$ cat src/rtl/regfile_wb_scheduler_if.sv
// Writeback scheduler bus: issue-side hazard check, ALU/load writeback requests,
// register file write port and busy scoreboard.
interface regfile_wb_scheduler_if #(
  parameter int DATA_W = 32,
  parameter int ADDR_W = 5
);
  logic                     issue_valid;
  logic [ADDR_W-1:0]        issue_rd;
  logic                     issue_has_rd;
  logic [ADDR_W-1:0]        src_reg1;
  logic [ADDR_W-1:0]        src_reg2;
  logic                     issue_ready;
  logic                     hazard;

  logic                     alu_valid;
  logic [ADDR_W-1:0]        alu_rd;
  logic [DATA_W-1:0]        alu_data;
  logic                     alu_ready;

  logic                     mem_valid;
  logic [ADDR_W-1:0]        mem_rd;
  logic [DATA_W-1:0]        mem_data;
  logic                     mem_ready;

  logic                     reg_write;
  logic [ADDR_W-1:0]        write_reg;
  logic [DATA_W-1:0]        write_data;
  logic [(1<<ADDR_W)-1:0]   busy_vec;

  modport master (
    output issue_valid, issue_rd, issue_has_rd, src_reg1, src_reg2,
    output alu_valid, alu_rd, alu_data, mem_valid, mem_rd, mem_data,
    input  issue_ready, hazard, alu_ready, mem_ready,
    input  reg_write, write_reg, write_data, busy_vec
  );

  modport slave (
    input  issue_valid, issue_rd, issue_has_rd, src_reg1, src_reg2,
    input  alu_valid, alu_rd, alu_data, mem_valid, mem_rd, mem_data,
    output issue_ready, hazard, alu_ready, mem_ready,
    output reg_write, write_reg, write_data, busy_vec
  );
endinterface

$ cat src/rtl/regfile_wb_scheduler.sv
// Register file write-port owner: arbitrates ALU/load writebacks into a single
// registered write and tracks outstanding destinations in a busy scoreboard.

module regfile_wb_busy_bit (
  input  logic clk,
  input  logic rst_n,
  input  logic set,
  input  logic clr,
  output logic busy
);
  // A new producer issuing on the same edge as the old one commits stays outstanding.
  always_ff @(posedge clk) begin
    if (!rst_n)   busy <= 1'b0;
    else if (set) busy <= 1'b1;
    else if (clr) busy <= 1'b0;
  end
endmodule

module regfile_wb_scheduler #(
  parameter int DATA_W     = 32,
  parameter int ADDR_W     = 5,
  parameter int FIXED_PRIO = 0
) (
  input logic clk,
  input logic rst_n,
  regfile_wb_scheduler_if.slave bus
);
  localparam int NREG  = 1 << ADDR_W;
  localparam int LANES = 2;  // lane 0 = ALU, lane 1 = load

  typedef struct packed {
    logic [ADDR_W-1:0] rd;
    logic [DATA_W-1:0] data;
  } wb_req_t;

  wb_req_t [LANES-1:0] req;
  logic    [LANES-1:0] req_vld;
  logic    [LANES-1:0] gnt;
  wb_req_t             win;
  logic                last_mem_q;

  logic                reg_write_q;
  logic [ADDR_W-1:0]   write_reg_q;
  logic [DATA_W-1:0]   write_data_q;
  logic [NREG-1:0]     busy_q;

  logic                hazard;
  logic                issue_fire;
  logic                set_en;

  assign req[0]     = '{rd: bus.alu_rd, data: bus.alu_data};
  assign req[1]     = '{rd: bus.mem_rd, data: bus.mem_data};
  assign req_vld    = {bus.mem_valid, bus.alu_valid};

  // Hazard looks only at committed scoreboard state, never at in-flight grants.
  assign hazard     = bus.issue_valid &
                      (busy_q[bus.src_reg1] | busy_q[bus.src_reg2] |
                       (bus.issue_has_rd & busy_q[bus.issue_rd]));
  assign issue_fire = bus.issue_valid & ~hazard;
  assign set_en     = issue_fire & bus.issue_has_rd & (bus.issue_rd != '0);

  always_comb begin
    gnt = '0;
    unique case (req_vld)
      2'b01:   gnt = 2'b01;
      2'b10:   gnt = 2'b10;
      2'b11:   gnt = ((FIXED_PRIO != 0) || !last_mem_q) ? 2'b10 : 2'b01;
      default: gnt = '0;
    endcase
    win = gnt[1] ? req[1] : req[0];
  end

  always_ff @(posedge clk) begin
    if (!rst_n) begin
      last_mem_q   <= 1'b0;
      reg_write_q  <= 1'b0;
      write_reg_q  <= '0;
      write_data_q <= '0;
    end else begin
      if (&req_vld) last_mem_q <= gnt[1];
      if (|gnt) begin
        reg_write_q  <= (win.rd != '0);
        write_reg_q  <= win.rd;
        write_data_q <= win.data;
      end else begin
        reg_write_q  <= 1'b0;
      end
    end
  end

  // x0 is hardwired, so it never gets a scoreboard entry.
  assign busy_q[0] = 1'b0;
  for (genvar i = 1; i < NREG; i++) begin : g_busy
    localparam logic [ADDR_W-1:0] IDX = ADDR_W'(i);
    regfile_wb_busy_bit u_bit (
      .clk   (clk),
      .rst_n (rst_n),
      .set   (set_en && (bus.issue_rd == IDX)),
      .clr   (reg_write_q && (write_reg_q == IDX)),
      .busy  (busy_q[i])
    );
  end

  assign bus.issue_ready = issue_fire;
  assign bus.hazard      = hazard;
  assign bus.alu_ready   = gnt[0];
  assign bus.mem_ready   = gnt[1];
  assign bus.reg_write   = reg_write_q;
  assign bus.write_reg   = write_reg_q;
  assign bus.write_data  = write_data_q;
  assign bus.busy_vec    = busy_q;
endmodule

$ cat src/flat_wrapper.sv
// flat-port wrapper written by rule: the top's interface ports become plain ports
module regfile_wb_scheduler_flat 
#(
  parameter int DATA_W     = 32,
  parameter int ADDR_W     = 5,
  parameter int FIXED_PRIO = 0
)
  (clk, rst_n, bus_issue_valid, bus_issue_rd, bus_issue_has_rd, bus_src_reg1, bus_src_reg2, bus_alu_valid, bus_alu_rd, bus_alu_data, bus_mem_valid, bus_mem_rd, bus_mem_data, bus_issue_ready, bus_hazard, bus_alu_ready, bus_mem_ready, bus_reg_write, bus_write_reg, bus_write_data, bus_busy_vec);
  regfile_wb_scheduler_if #(.DATA_W(DATA_W), .ADDR_W(ADDR_W)) bus_i ();
  input logic clk;
  input logic rst_n;
  input wire logic [$bits(bus_i.issue_valid)-1:0] bus_issue_valid;
  input wire logic [$bits(bus_i.issue_rd)-1:0] bus_issue_rd;
  input wire logic [$bits(bus_i.issue_has_rd)-1:0] bus_issue_has_rd;
  input wire logic [$bits(bus_i.src_reg1)-1:0] bus_src_reg1;
  input wire logic [$bits(bus_i.src_reg2)-1:0] bus_src_reg2;
  input wire logic [$bits(bus_i.alu_valid)-1:0] bus_alu_valid;
  input wire logic [$bits(bus_i.alu_rd)-1:0] bus_alu_rd;
  input wire logic [$bits(bus_i.alu_data)-1:0] bus_alu_data;
  input wire logic [$bits(bus_i.mem_valid)-1:0] bus_mem_valid;
  input wire logic [$bits(bus_i.mem_rd)-1:0] bus_mem_rd;
  input wire logic [$bits(bus_i.mem_data)-1:0] bus_mem_data;
  output wire logic [$bits(bus_i.issue_ready)-1:0] bus_issue_ready;
  output wire logic [$bits(bus_i.hazard)-1:0] bus_hazard;
  output wire logic [$bits(bus_i.alu_ready)-1:0] bus_alu_ready;
  output wire logic [$bits(bus_i.mem_ready)-1:0] bus_mem_ready;
  output wire logic [$bits(bus_i.reg_write)-1:0] bus_reg_write;
  output wire logic [$bits(bus_i.write_reg)-1:0] bus_write_reg;
  output wire logic [$bits(bus_i.write_data)-1:0] bus_write_data;
  output wire logic [$bits(bus_i.busy_vec)-1:0] bus_busy_vec;
  assign bus_i.issue_valid = bus_issue_valid;
  assign bus_i.issue_rd = bus_issue_rd;
  assign bus_i.issue_has_rd = bus_issue_has_rd;
  assign bus_i.src_reg1 = bus_src_reg1;
  assign bus_i.src_reg2 = bus_src_reg2;
  assign bus_i.alu_valid = bus_alu_valid;
  assign bus_i.alu_rd = bus_alu_rd;
  assign bus_i.alu_data = bus_alu_data;
  assign bus_i.mem_valid = bus_mem_valid;
  assign bus_i.mem_rd = bus_mem_rd;
  assign bus_i.mem_data = bus_mem_data;
  assign bus_issue_ready = bus_i.issue_ready;
  assign bus_hazard = bus_i.hazard;
  assign bus_alu_ready = bus_i.alu_ready;
  assign bus_mem_ready = bus_i.mem_ready;
  assign bus_reg_write = bus_i.reg_write;
  assign bus_write_reg = bus_i.write_reg;
  assign bus_write_data = bus_i.write_data;
  assign bus_busy_vec = bus_i.busy_vec;
  regfile_wb_scheduler #(.DATA_W(DATA_W), .ADDR_W(ADDR_W), .FIXED_PRIO(FIXED_PRIO)) u_core (.clk(clk), .rst_n(rst_n), .bus(bus_i));
endmodule
$ cat config.mk
export PLATFORM = sky130hd
export DESIGN_NAME = regfile_wb_scheduler_flat
export DESIGN_NICKNAME = d
export VERILOG_FILES = /design/src/rtl/regfile_wb_scheduler_if.sv /design/src/rtl/regfile_wb_scheduler.sv /design/src/flat_wrapper.sv
export SDC_FILE = /design/constraint.sdc
export NUM_CORES = 1
export LEC_CHECK = 0
export CAP_MARGIN = 20
export CORE_ASPECT_RATIO = 1.5
export CORE_MARGIN = 2
export CORE_UTILIZATION = 30
export DETAILED_ROUTE_END_ITERATION = 6
export GPL_TIMING_DRIVEN = 0
export PLACE_DENSITY = 0.62
export SYNTH_ARGS = -nofsm -noshare
export SYNTH_HDL_FRONTEND = slang
export SYNTH_HIERARCHICAL = 1
export SYNTH_SLANG_ARGS = --single-unit
$ cat constraint.sdc
create_clock -name clk -period 4.15 [get_ports clk]
set_input_delay 0.6225 -clock clk [delete_from_list [all_inputs] [get_ports clk]]
set_output_delay 0.6225 -clock clk [all_outputs]
set_load 0.01 [all_outputs]
# Word-level counts from Yosys, hierarchy flattened
# Cells that the tools add are included.
# totals
out_inout_bits,74
wordCells,280
input_bits,95
regBits,70
# classes
n_eq_ne,65
bitwise_logic,8
order_cmp,3
n_reduce_logical,98
muxes,71
# ops
op,n
$eq 5x5->1 const B,32
$eq 5x4->1 const B,16
$mux 1,65
$logic_and 1x1->1,62
$reduce_bool 2->1,31
$eq 5x3->1 const B,8
$mux 37,1
$eq 5x2->1 const B,4
$lt 5x6->1 const B,3
$bmux 1 s5,3
$eq 5x1->1 const B,2
$reduce_bool 5->1,2
$pmux 2 s3,1
$and 1x1->1,5
$eq 2x2->1 const B,2
$reduce_and 2->1,2
$eq 2x1->1 const B,1
$mux 2,1
$or 1x1->1,2
$reduce_or 2->1,1
$not 1->1,1

# Longest topological paths before layout
# logic_depth
word_depth,11
depth_mapped,11
ltp_nobuf,7

# Cells and area by module
# Netlist, hierarchy kept.
# modules_own_cells
mod,cells_each,seq_area_each_um2,instances,area_each_um2
regfile_wb_scheduler,391,780.7,1,2980.4
regfile_wb_busy_bit,3,20.0,31,41.3

# Least setup slack after synthesis
# Ideal clock, no wire load.
# synth_timing
path_kind,input to output
from,input bus_issue_rd[0]
to,output bus_hazard
path_stages,9
n_path_buf,3
setup_slack_ps,792
arrival_time_ps,2736
path_cell_list,clkbuf_1 > mux4_2 > mux2i_1 > nand3b_1 > and4b_1 > or4_1 > buf_2 > buf_6 > and2_1
# synth_between
elab_chain_cells,5
# synth_lines
item,line,text
start: declaration,flat_wrapper.sv:13,input wire logic [$bits(bus_i.issue_rd)-1:0] bus_issue_rd;
$bmux 1 s5,regfile_wb_scheduler.sv:58,(bus.issue_has_rd & busy_q[bus.issue_rd]));
$mux 1 (not written as such),regfile_wb_scheduler.sv:58,
$and 1x1->1,regfile_wb_scheduler.sv:58,
$or 1x1->1,regfile_wb_scheduler.sv:57,(busy_q[bus.src_reg1] | busy_q[bus.src_reg2] |
$and 1x1->1,regfile_wb_scheduler.sv:56,assign hazard = bus.issue_valid &
end: declaration,flat_wrapper.sv:24,output wire logic [$bits(bus_i.hazard)-1:0] bus_hazard;
# No other way between the ends. The select of a mux whose other input is x is not followed.

# Worst setup path after layout
# layout_timing
from,input bus_src_reg1[2]
to,output bus_hazard
# layout_between
elab_chain_cells,5
# layout_lines
item,line,text
start: declaration,flat_wrapper.sv:15,input wire logic [$bits(bus_i.src_reg1)-1:0] bus_src_reg1;
$bmux 1 s5,regfile_wb_scheduler.sv:57,
$mux 1 (not written as such),regfile_wb_scheduler.sv:57,
$or 1x1->1 (2 in series),regfile_wb_scheduler.sv:57,
$and 1x1->1,regfile_wb_scheduler.sv:56,
# No other way between the ends. The select of a mux whose other input is x is not followed.

==> results.cfg <==
[placed_design]
place_area_mm2 = 0.006058
place_inst = 808
io_buffers = 159
gp_congestion = 0.9746
post-dp-hpwl_mm = 12.34

[logic_synthesis]
synth_cells = 484
synth-seq-cells = 70
synthSimpleGateAreaFrac_pct = 32.89
synth_fa_ha_area_share_pct = 0
synth-compound-area-share_pct = 15.57
netlist_area_mm2 = 0.004260
synthDistinctLibCells = 42
muxShareOfSynthArea_pct = 13.63
ys_seq_area_share_pct = 32.89
yosysWarningCount = 6
synth-xor-area-share_pct = 0.2056
synth_top_family_by_area = simple AND/OR/NAND/NOR gates
syn_avg_cell_area_um2 = 8.802
syn_nets = 579

[global_route]
grt.total_usage_pct = 20.41
antenna_found_initial = 0
grt_max_degree = 33
grt_overflow = 0
grt_pass1_wl_mm = 23.83
grt_pass1_vias = 4633

[finish]
final_layout_size_suffix_gt1_share_pct = 13.75
area_growth_pct = 52.07
stdcell_count = 827
largest_register_ffs = 32
final_nets = 752
fin_area_mm2 = 0.006479
diodes = 0

[floorplanning]
row_count = 53
die_area_mm2 = 0.01519
die_y_um = 150.0
fp.dieW_um = 101.3
initial_core_util_pct = 30.59
num_io_pins = 169
core-area_mm2 = 0.01393

[power_and_ir_drop]
switchingPower_mw = 0.5158
p_int_mw = 1.520
peakVddDrop_uv = 200.2
leakagePower_nw = 2.348
p_total_mw = 2.036
swShare_pct = 25.33
power.density_mw_per_mm2 = 314.3
power.clock.fraction_pct = 44.2
seqPwrFrac_pct = 36.0
combPwrFrac_pct = 19.8

[sta]
setup_violations = 0
finalHoldViolCount = 0
worst_pin_slew_ns = 0.5215
skew_ns = 0.006307
max_slew_margin_pct = 65.23
min_period_ns = 4.082
fmax_mhz = 245.0
whs_ns = 0.5410
drv_slew = 0
period_share_pct = 98.35
rsz0062_at_grt = false

[worst_setup_path]
endpoint_kind = output port
worstPathArrival_ns = 3.46
required_ns = 3.53
worstSetupPathType = in2out
cp-start-kind = input port
crit_fanout = 10

[clock_network]
cts_tree = built
cts_buffers = 9
cts_max_path_buffers = 2
cts.reportedPaths.clkPinSlew_ns = 0.06
cts_sinks = 70
worstSkewPairLatency_ns = 0.33
htree_levels = 3
ctsHoldBuffers = 0
cts-root-buf = clkbuf_16

[detailed_routing]
vias = 4464
drc = 0
firstDrtPassIters = 4
ant_nets = 0
drtIter0Drc = 134
drt-total-wl_mm = 15.56
vias_per_cell = 5.398
post_drt_wl_per_cell_um = 18.82

[worst_hold_path]
hp-class = reg2reg

[status]
status = completed

[flow_run]
cap_violations = 0
==> layer usage <==
metal  GRT usage [%]  up-vias  part of all wire, %
met5               0        -                    0
met4           9.122        0                  3.6
met3           6.212       39                  9.0
met2           37.38      249                   52
met1           20.90     2098                   35
li1                -     2078                    -
==> path summary, 6_finish.rpt <==
check / from / to / slack (ns) / cells past startpoint
worst max-delay path: bus_src_reg1[2] / bus_hazard / 0.07 / 11
worst min-delay path: u_core/bus.write_data[6] / u_core/bus.write_data[6] / 0.54 / 2
worst max register to register: u_core/g_busy[22].u_bit/busy / u_core/g_busy[24].u_bit/busy / 1.38 / 9
worst min register to register: u_core/bus.write_data[6] / u_core/bus.write_data[6] / 0.54 / 2
==> cell type report <==
class / instances / area (um^2)
Timing Repair Buffer: 163 / 1638
Fill cell: 1375 / 7447
Clock buffer: 10 / 239.0
Multi-Input combinational cell: 371 / 2668
Sequential cell: 70 / 1401
Buffer: 36 / 195.2
Inverter: 6 / 22.52
Clock inverter: 6 / 108.9
Tap cell: 165 / 206.4
==> synth_stat cells, drive strengths merged <==
library cell / n / area (um^2)
nor4bb: 1 / 10.01
nor4: 3 / 18.77
a311oi: 6 / 52.55
buf: 12 / 85.08
a21oi: 4 / 20.02
nand2b: 5 / 31.28
nand3b: 4 / 30.03
xor2: 1 / 8.760
or2: 2 / 12.51
a211oi: 1 / 7.510
clkbuf: 25 / 93.84
nor3: 30 / 150.1
a31oi: 1 / 6.260
mux4: 17 / 382.9
and4b: 2 / 20.02
nand4: 2 / 12.51
o211ai: 2 / 15.01
dfxtp: 70 / 1401
a22oi: 1 / 7.510
and3: 1 / 6.260
a221o: 1 / 10.01
nor2b: 41 / 489.2
a2bb2oi: 1 / 8.760
o2111ai: 1 / 8.760
conb: 1 / 3.750
nand3: 12 / 60.06
or3: 1 / 6.260
o221ai: 31 / 271.5
inv: 6 / 22.52
nand2: 33 / 123.9
mux2i: 13 / 130.1
o21a: 31 / 232.7
o31ai: 1 / 7.510
nor2: 109 / 409.1
o21ai: 3 / 15.01
and2: 1 / 6.260
mux2: 6 / 67.56
or4: 2 / 15.01
==> logic make-up after synthesis <==
| logic type | count (synthesis) |
|---|---|
| and+or+nand+nor | 249 |
| AOI/OAI and AO/OA | 84 |
| DFF | 70 |
| buffers and inverters | 43 |
| muxes | 36 |
| xor gates and xnor gates | 1 |
| other | 1 |
==> cells in the final DEF, fill, tap and decap left out, types with 9 or more instances in the layout <==
cell type,Yosys,routed
nor2b_1,10,10
o21a_1,31,31
mux2i_1,13,13
nor2_1,109,109
clkbuf_16,0,9
mux4_2,17,17
nor2b_4,31,31
nand3_1,12,12
clkbuf_1,25,21
clkdlybuf4s50_1,0,156
nand2_1,33,33
dfxtp_1,70,70
o221ai_1,31,31
nor3_1,30,30
==> stage by stage <==
step | setup slack (ns) | setup TNS [ns] | util, %
2_1_floorplan | 0.7917 | 0 | -
3_3_place_gp | -0.3846 | -0.7666 | 43.50
3_5_place_dp | -0.4721 | -0.9439 | 43.50
4_1_cts | 0.002697 | 0 | 46.24
5_1_grt | 0.007877 | 0 | 46.52
6_report | 0.06844 | 0 | 46.52
==> worst max-delay path, stage by stage <==
cell,delay (ns)
clkbuf_1,0.28
buf_4,0.29
mux2i_1,0.33
a22oi_1,0.14
o211ai_1,0.12
o21ai_0,0.13
or4_1,0.57
buf_4,0.20
buf_6,0.14
and2_1,0.16
clkdlybuf4s50_1,0.47
==> power groups by stage <==
stage	sequential [mW]	clock, mW	combinational [mW]
5_1_grt	0.738	0.944	0.431
3_5_place_dp	0.748	0	0.393
3_3_place_gp	0.747	0	0.389
4_1_cts	0.734	0.915	0.398
6_report	0.734	0.900	0.403
2_1_floorplan	0.758	0	0.160
==> timing repair <==
action                                  in CTS  in global routing
endpoints found under the setup margin       2                  1
buffers inserted                             3                  0
gates resized for setup                      8                  8
Power figures use the tool's default switching activity.
